## src/rtl/reg_file_dump.sv

```systemverilog
// Register file feeding the ALU operands, with r0 hardwired to zero, write-to-read bypass,
// and a one-pass dump engine that streams every stored register for debug observation.
module reg_file_dump #(
    parameter int DATA_W = 16,
    parameter int ADDR_W = 3
) (
    input  logic              clk,
    input  logic              rst,
    input  logic [ADDR_W-1:0] rs_addr,
    input  logic [ADDR_W-1:0] rt_addr,
    output logic [DATA_W-1:0] rs_data,
    output logic [DATA_W-1:0] rt_data,
    input  logic              we,
    input  logic [ADDR_W-1:0] wr_addr,
    input  logic [DATA_W-1:0] wr_data,
    input  logic              dump_start,
    output logic              dump_busy,
    output logic              dump_valid,
    output logic [ADDR_W-1:0] dump_addr,
    output logic [DATA_W-1:0] dump_data,
    output logic              dump_done
);
    localparam int NUM_REGS = 2**ADDR_W;
    localparam logic [ADDR_W-1:0] LAST_IDX = ADDR_W'(NUM_REGS - 1);

    typedef enum logic [1:0] {IDLE, SCAN, DONE} state_t;

    logic [NUM_REGS-1:0][DATA_W-1:0] regs_q, regs_d;
    state_t                          state_q, state_d;
    logic [ADDR_W-1:0]               dump_addr_q, dump_addr_d;
    logic                            dump_busy_q, dump_busy_d;
    logic                            dump_valid_q, dump_valid_d;
    logic                            dump_done_q, dump_done_d;

    logic wr_en;
    assign wr_en = we && (wr_addr != '0);

    always_comb begin
        regs_d = regs_q;
        if (wr_en) regs_d[wr_addr] = wr_data;
        regs_d[0] = '0;
    end

    // Bypass only when the port index is nonzero, which also excludes writes to r0.
    always_comb begin
        rs_data = '0;
        if (rs_addr != '0) rs_data = (wr_en && wr_addr == rs_addr) ? wr_data : regs_q[rs_addr];
    end

    always_comb begin
        rt_data = '0;
        if (rt_addr != '0) rt_data = (wr_en && wr_addr == rt_addr) ? wr_data : regs_q[rt_addr];
    end

    always_comb begin
        state_d      = state_q;
        dump_addr_d  = '0;
        dump_busy_d  = 1'b0;
        dump_valid_d = 1'b0;
        dump_done_d  = 1'b0;
        case (state_q)
            IDLE: begin
                if (dump_start) begin
                    state_d      = SCAN;
                    dump_busy_d  = 1'b1;
                    dump_valid_d = 1'b1;
                end
            end
            SCAN: begin
                if (dump_addr_q == LAST_IDX) begin
                    state_d     = DONE;
                    dump_done_d = 1'b1;
                end else begin
                    dump_addr_d  = dump_addr_q + ADDR_W'(1);
                    dump_busy_d  = 1'b1;
                    dump_valid_d = 1'b1;
                end
            end
            DONE:    state_d = IDLE;
            default: state_d = IDLE;
        endcase
    end

    always_ff @(posedge clk) begin
        if (rst) begin
            regs_q       <= '0;
            state_q      <= IDLE;
            dump_addr_q  <= '0;
            dump_busy_q  <= 1'b0;
            dump_valid_q <= 1'b0;
            dump_done_q  <= 1'b0;
        end else begin
            regs_q       <= regs_d;
            state_q      <= state_d;
            dump_addr_q  <= dump_addr_d;
            dump_busy_q  <= dump_busy_d;
            dump_valid_q <= dump_valid_d;
            dump_done_q  <= dump_done_d;
        end
    end

    // Dump reads live storage (no bypass), so a same-cycle write to this index shows the old value.
    assign dump_data  = dump_valid_q ? regs_q[dump_addr_q] : '0;
    assign dump_addr  = dump_addr_q;
    assign dump_busy  = dump_busy_q;
    assign dump_valid = dump_valid_q;
    assign dump_done  = dump_done_q;

endmodule

```

## config.mk

```make
export PLATFORM = sky130hd
export DESIGN_NAME = reg_file_dump
export DESIGN_NICKNAME = d
export VERILOG_FILES = /design/src/rtl/reg_file_dump.sv
export SDC_FILE = /design/constraint.sdc
export NUM_CORES = 1
export LEC_CHECK = 0
export CAP_MARGIN = 40
export CORE_MARGIN = 4
export CORE_UTILIZATION = 42
export CTS_BUF_LIST = sky130_fd_sc_hd__clkbuf_8
export DETAILED_ROUTE_END_ITERATION = 10
export GPL_TIMING_DRIVEN = 1
export PLACE_DENSITY = 0.6
export REMOVE_ABC_BUFFERS = 1
export SLEW_MARGIN = 0
export SYNTH_ARGS = -nofsm -noshare
export SYNTH_HDL_FRONTEND = slang
export SYNTH_SLANG_ARGS = --single-unit
```

## constraint.sdc

```tcl
create_clock -name clk -period 5.4 [get_ports clk]
set_input_delay 1.08 -clock clk [delete_from_list [all_inputs] [get_ports clk]]
set_output_delay 1.08 -clock clk [all_outputs]
set_load 0.005 [all_outputs]
```

==> results.yml <==
floorplanning:
  rows: 48
  initial_core_util_pct: 42.82
  fp.coreArea_mm2: 0.01730
  die_w_um: 140.8
  dieArea_mm2: 0.01982
  ioPinCount: 83
  fp.dieH_um: 140.8
logic_synthesis:
  netlist_top_cells_area: "dfxtp_1, mux4_2, nand2_1"
  yosys_register_bits: 119
  ys_seq_area_share_pct: 32.17
  yosysWarnings: 0
  synth_top_area_share_pct: 32.17
  yosysTopAreaCell: "dfxtp_1"
  synthDistinctLibCells: 32
  syn_inst: 889
  syn_area_mm2: 0.007406
  avgSynthCellArea_um2: 8.331
worst_setup_path:
  reg2reg_to: "dump_valid$_SDFF_PP0_"
  crit_arrival_ps: 3660
  setup.worst_path.end: "rt_data[12]"
  worstSetupStartpoint: "wr_addr[0]"
  crit_path_max_fanout: 10
  crit_chain: "clkdlybuf4s50_1 -> or3b_1 -> a211oi_2 -> o211ai_4 -> buf_16 -> mux2_4 -> clkdlybuf4s50_1"
  slowest_delay_ps: 650
  slowest_stage: "clkdlybuf4s50_1"
  reg2regPathDepth: 6
  path_common_cell: "clkdlybuf4s50_1"
  cp.required_ps: 4320
  end_kind: "output port"
  r2r-start: "dump_addr[0]$_SDFF_PP0_"
  r2r_slack_ps: 3710
  startpoint_type: "input pin"
  criticalPathCategory: "in2out"
finish:
  drive_gt1_share_pct: 21.90
  nets: 965
  area_growth_syn_to_layout_pct: 20.85
  antenna_cells: 0
  fillers: 1688
  final_cells: 1170
detailed_routing:
  postRouteAntennaNets: 0
  viasPerCell: 5.746
  num_vias: 6723
  routedWlPerCell_um: 20.45
  drt_first_pass_iters: 5
  dr.first_iter.drc_count: 703
  drc: 0
  finalWirelength_um: 23930
timing:
  min_period_over_period_pct: 87.81
  fmaxAchievable_mhz: 210.9
  period_needed_ps: 4742
  final-hold-violation-count: 0
  drv_slew: 0
  tns_ps: 0
  worst_pin_slew_ps: 838.8
  setup_violations: 0
  max_slew_margin_pct: 43.97
  clock_skew_ps: 1.272
  grt_setup_unrepaired: "no"
cts:
  clk_pin_slew_ps: 70
  cts-resized-gates: 0
  post_cts_buffers: 0
  clkLatencyLatePin_ps: 440
  clockBufferDepth: 2
  cts-buffers-inserted: 17
  h-tree-depth: 4
  holdBufCountCts: 0
  cts_tree: "built"
  cts_sinks: 119
  root_buffer: "clkbuf_8"
global_routing:
  grt_max_degree: 64
  grt_use_total_pct: 24.42
  overflow: 0
  grt_antenna_before_repair: 0
  grt_pass1_wl_um: 37240
  grt_pass1_vias: 6594
pwr:
  vdd_ir_drop_max_mv: 0.1501
  leakage_nw: 3.030
  power_density_mw_per_mm2: 230.8
place:
  io_buffers: 82
  dp.cells: 1140
  gp_congestion: 0.8115
  detailed_place_hpwl_um: 15390
worst_hold_path:
  holdCritPathClass: "reg2reg"
run_status:
  outcome: "finished clean"
flow_run:
  maxCapViolCount: 0
==> sequential cells by signal (all words and copies together) (netlist names) <==
name	cells
dump_valid	1
state_q	2
regs_q	112
dump_addr	3
dump_done	1
==> logic make-up after synthesis <==
kind of cell	share of synthesized area, %
AND/OR/NAND/NOR	18.16
adder cells (fa/ha/maj)	0.3378
buffers and inverters	5.187
AO/OA/AOI/OAI	16.27
multiplexers	27.40
flip-flops	32.17
XOR/XNOR	0.4730
==> per-stage QoR <==
stage                     hold slack [ps]  utilization, %  instance area [µm²]  worst slack [ps]  power, mW
final                               452.0           51.74                 8950             658.2      2.066
after CTS                           457.1           51.74                 8950             620.4      2.076
after global routing                471.3           51.74                 8950             535.7      2.136
after detailed placement            443.2           49.33                 8532             622.7      1.209
after global placement              443.9           48.15                 8328             578.0      1.197
after floorplan                     422.4               -                 7025              1879      1.036
==> worst max-delay path, delay by kind of cell <==
family / cells / cell delay [ps]
compound gates: 2 / 540
buf+inv: 3 / 1340
mux: 1 / 290
simple gates: 1 / 390
==> where the power goes <==
part | total [mW] | switching [mW] | internal, mW
Sequential | 0.916 | 0.0191 | 0.897
Combinational | 0.275 | 0.153 | 0.121
Clock | 0.875 | 0.359 | 0.516
Total | 2.07 | 0.532 | 1.53
==> how the worst min path moves through the flow <==
| stage | start | end | slack, ps | cells past startpoint |
|---|---|---|---|---|
| 6_report | state_q[1]$_SDFFE_PP0P_ | state_q[0]$_SDFFE_PP0P_ | 450 | 1 |
| 5_1_grt | state_q[1]$_SDFFE_PP0P_ | dump_valid$_SDFF_PP0_ | 470 | 1 |
| 4_1_cts | state_q[1]$_SDFFE_PP0P_ | dump_valid$_SDFF_PP0_ | 460 | 1 |
| 3_5_place_dp | state_q[1]$_SDFFE_PP0P_ | dump_valid$_SDFF_PP0_ | 440 | 1 |
| 3_3_place_gp | state_q[1]$_SDFFE_PP0P_ | state_q[0]$_SDFFE_PP0P_ | 440 | 1 |
| 2_1_floorplan | state_q[1]$_SDFFE_PP0P_ | dump_valid$_SDFF_PP0_ | 420 | 1 |
==> cell usage in the layout (no fill, tap or decap), types with 2 or more instances in the layout <==
cell type / instances
o21ai_0: 48
buf_8: 11
dfxtp_1: 117
nand2_1: 279
nor2_2: 6
ha_1: 2
mux2_4: 10
and3b_1: 2
buf_12: 2
xnor2_1: 4
or3_1: 2
clkinv_2: 5
bufinv_16: 4
dfxtp_2: 2
clkdlybuf4s50_1: 79
a22oi_1: 46
nor2_1: 4
mux4_2: 48
a21oi_1: 114
nand2b_1: 3
buf_4: 21
and2_1: 18
nand3_1: 4
mux2_2: 70
nor3_1: 3
clkbuf_8: 19
nor2b_1: 6
buf_2: 2
inv_1: 2
==> metal layers <==
layer  routed length, µm  global-route usage, %  up-vias
met4                 560                  7.955        0
met3                1640                  4.037       44
met5                   0                      0        -
met1               10350                  32.33     3190
met2               11380                  40.85      291
li1                    -                      -     3198
==> cells in the mapped netlist, drive strengths merged <==
cell    instances
mux2i           1
clkbuf         67
nor2b           6
nor2           10
and3b           2
dfxtp         119
a31oi           1
nand2         279
a22oi          46
o21ai          48
nor3            4
nand4           1
and2           18
inv             1
buf            24
and3            1
o211ai          1
or3b            1
mux4           48
ha              2
or3             2
nand2b          3
nand3           4
a211oi          1
xnor2           4
mux2           80
a21oi         115
==> layout make-up <==
| class | instances | area (µm²) | area share (%) |
|---|---|---|---|
| Sequential cell | 119 | 2385 | 26.65 |
| Timing Repair Buffer | 117 | 1202 | 13.43 |
| Multi-Input combinational cell | 678 | 4659 | 52.06 |
| Clock inverter | 11 | 156.4 | 1.748 |
| Inverter | 1 | 3.754 | 0.04194 |
| Tap cell | 225 | 281.5 | 3.146 |
| Clock buffer | 19 | 261.5 | 2.922 |
Power figures use the tool's default switching activity.
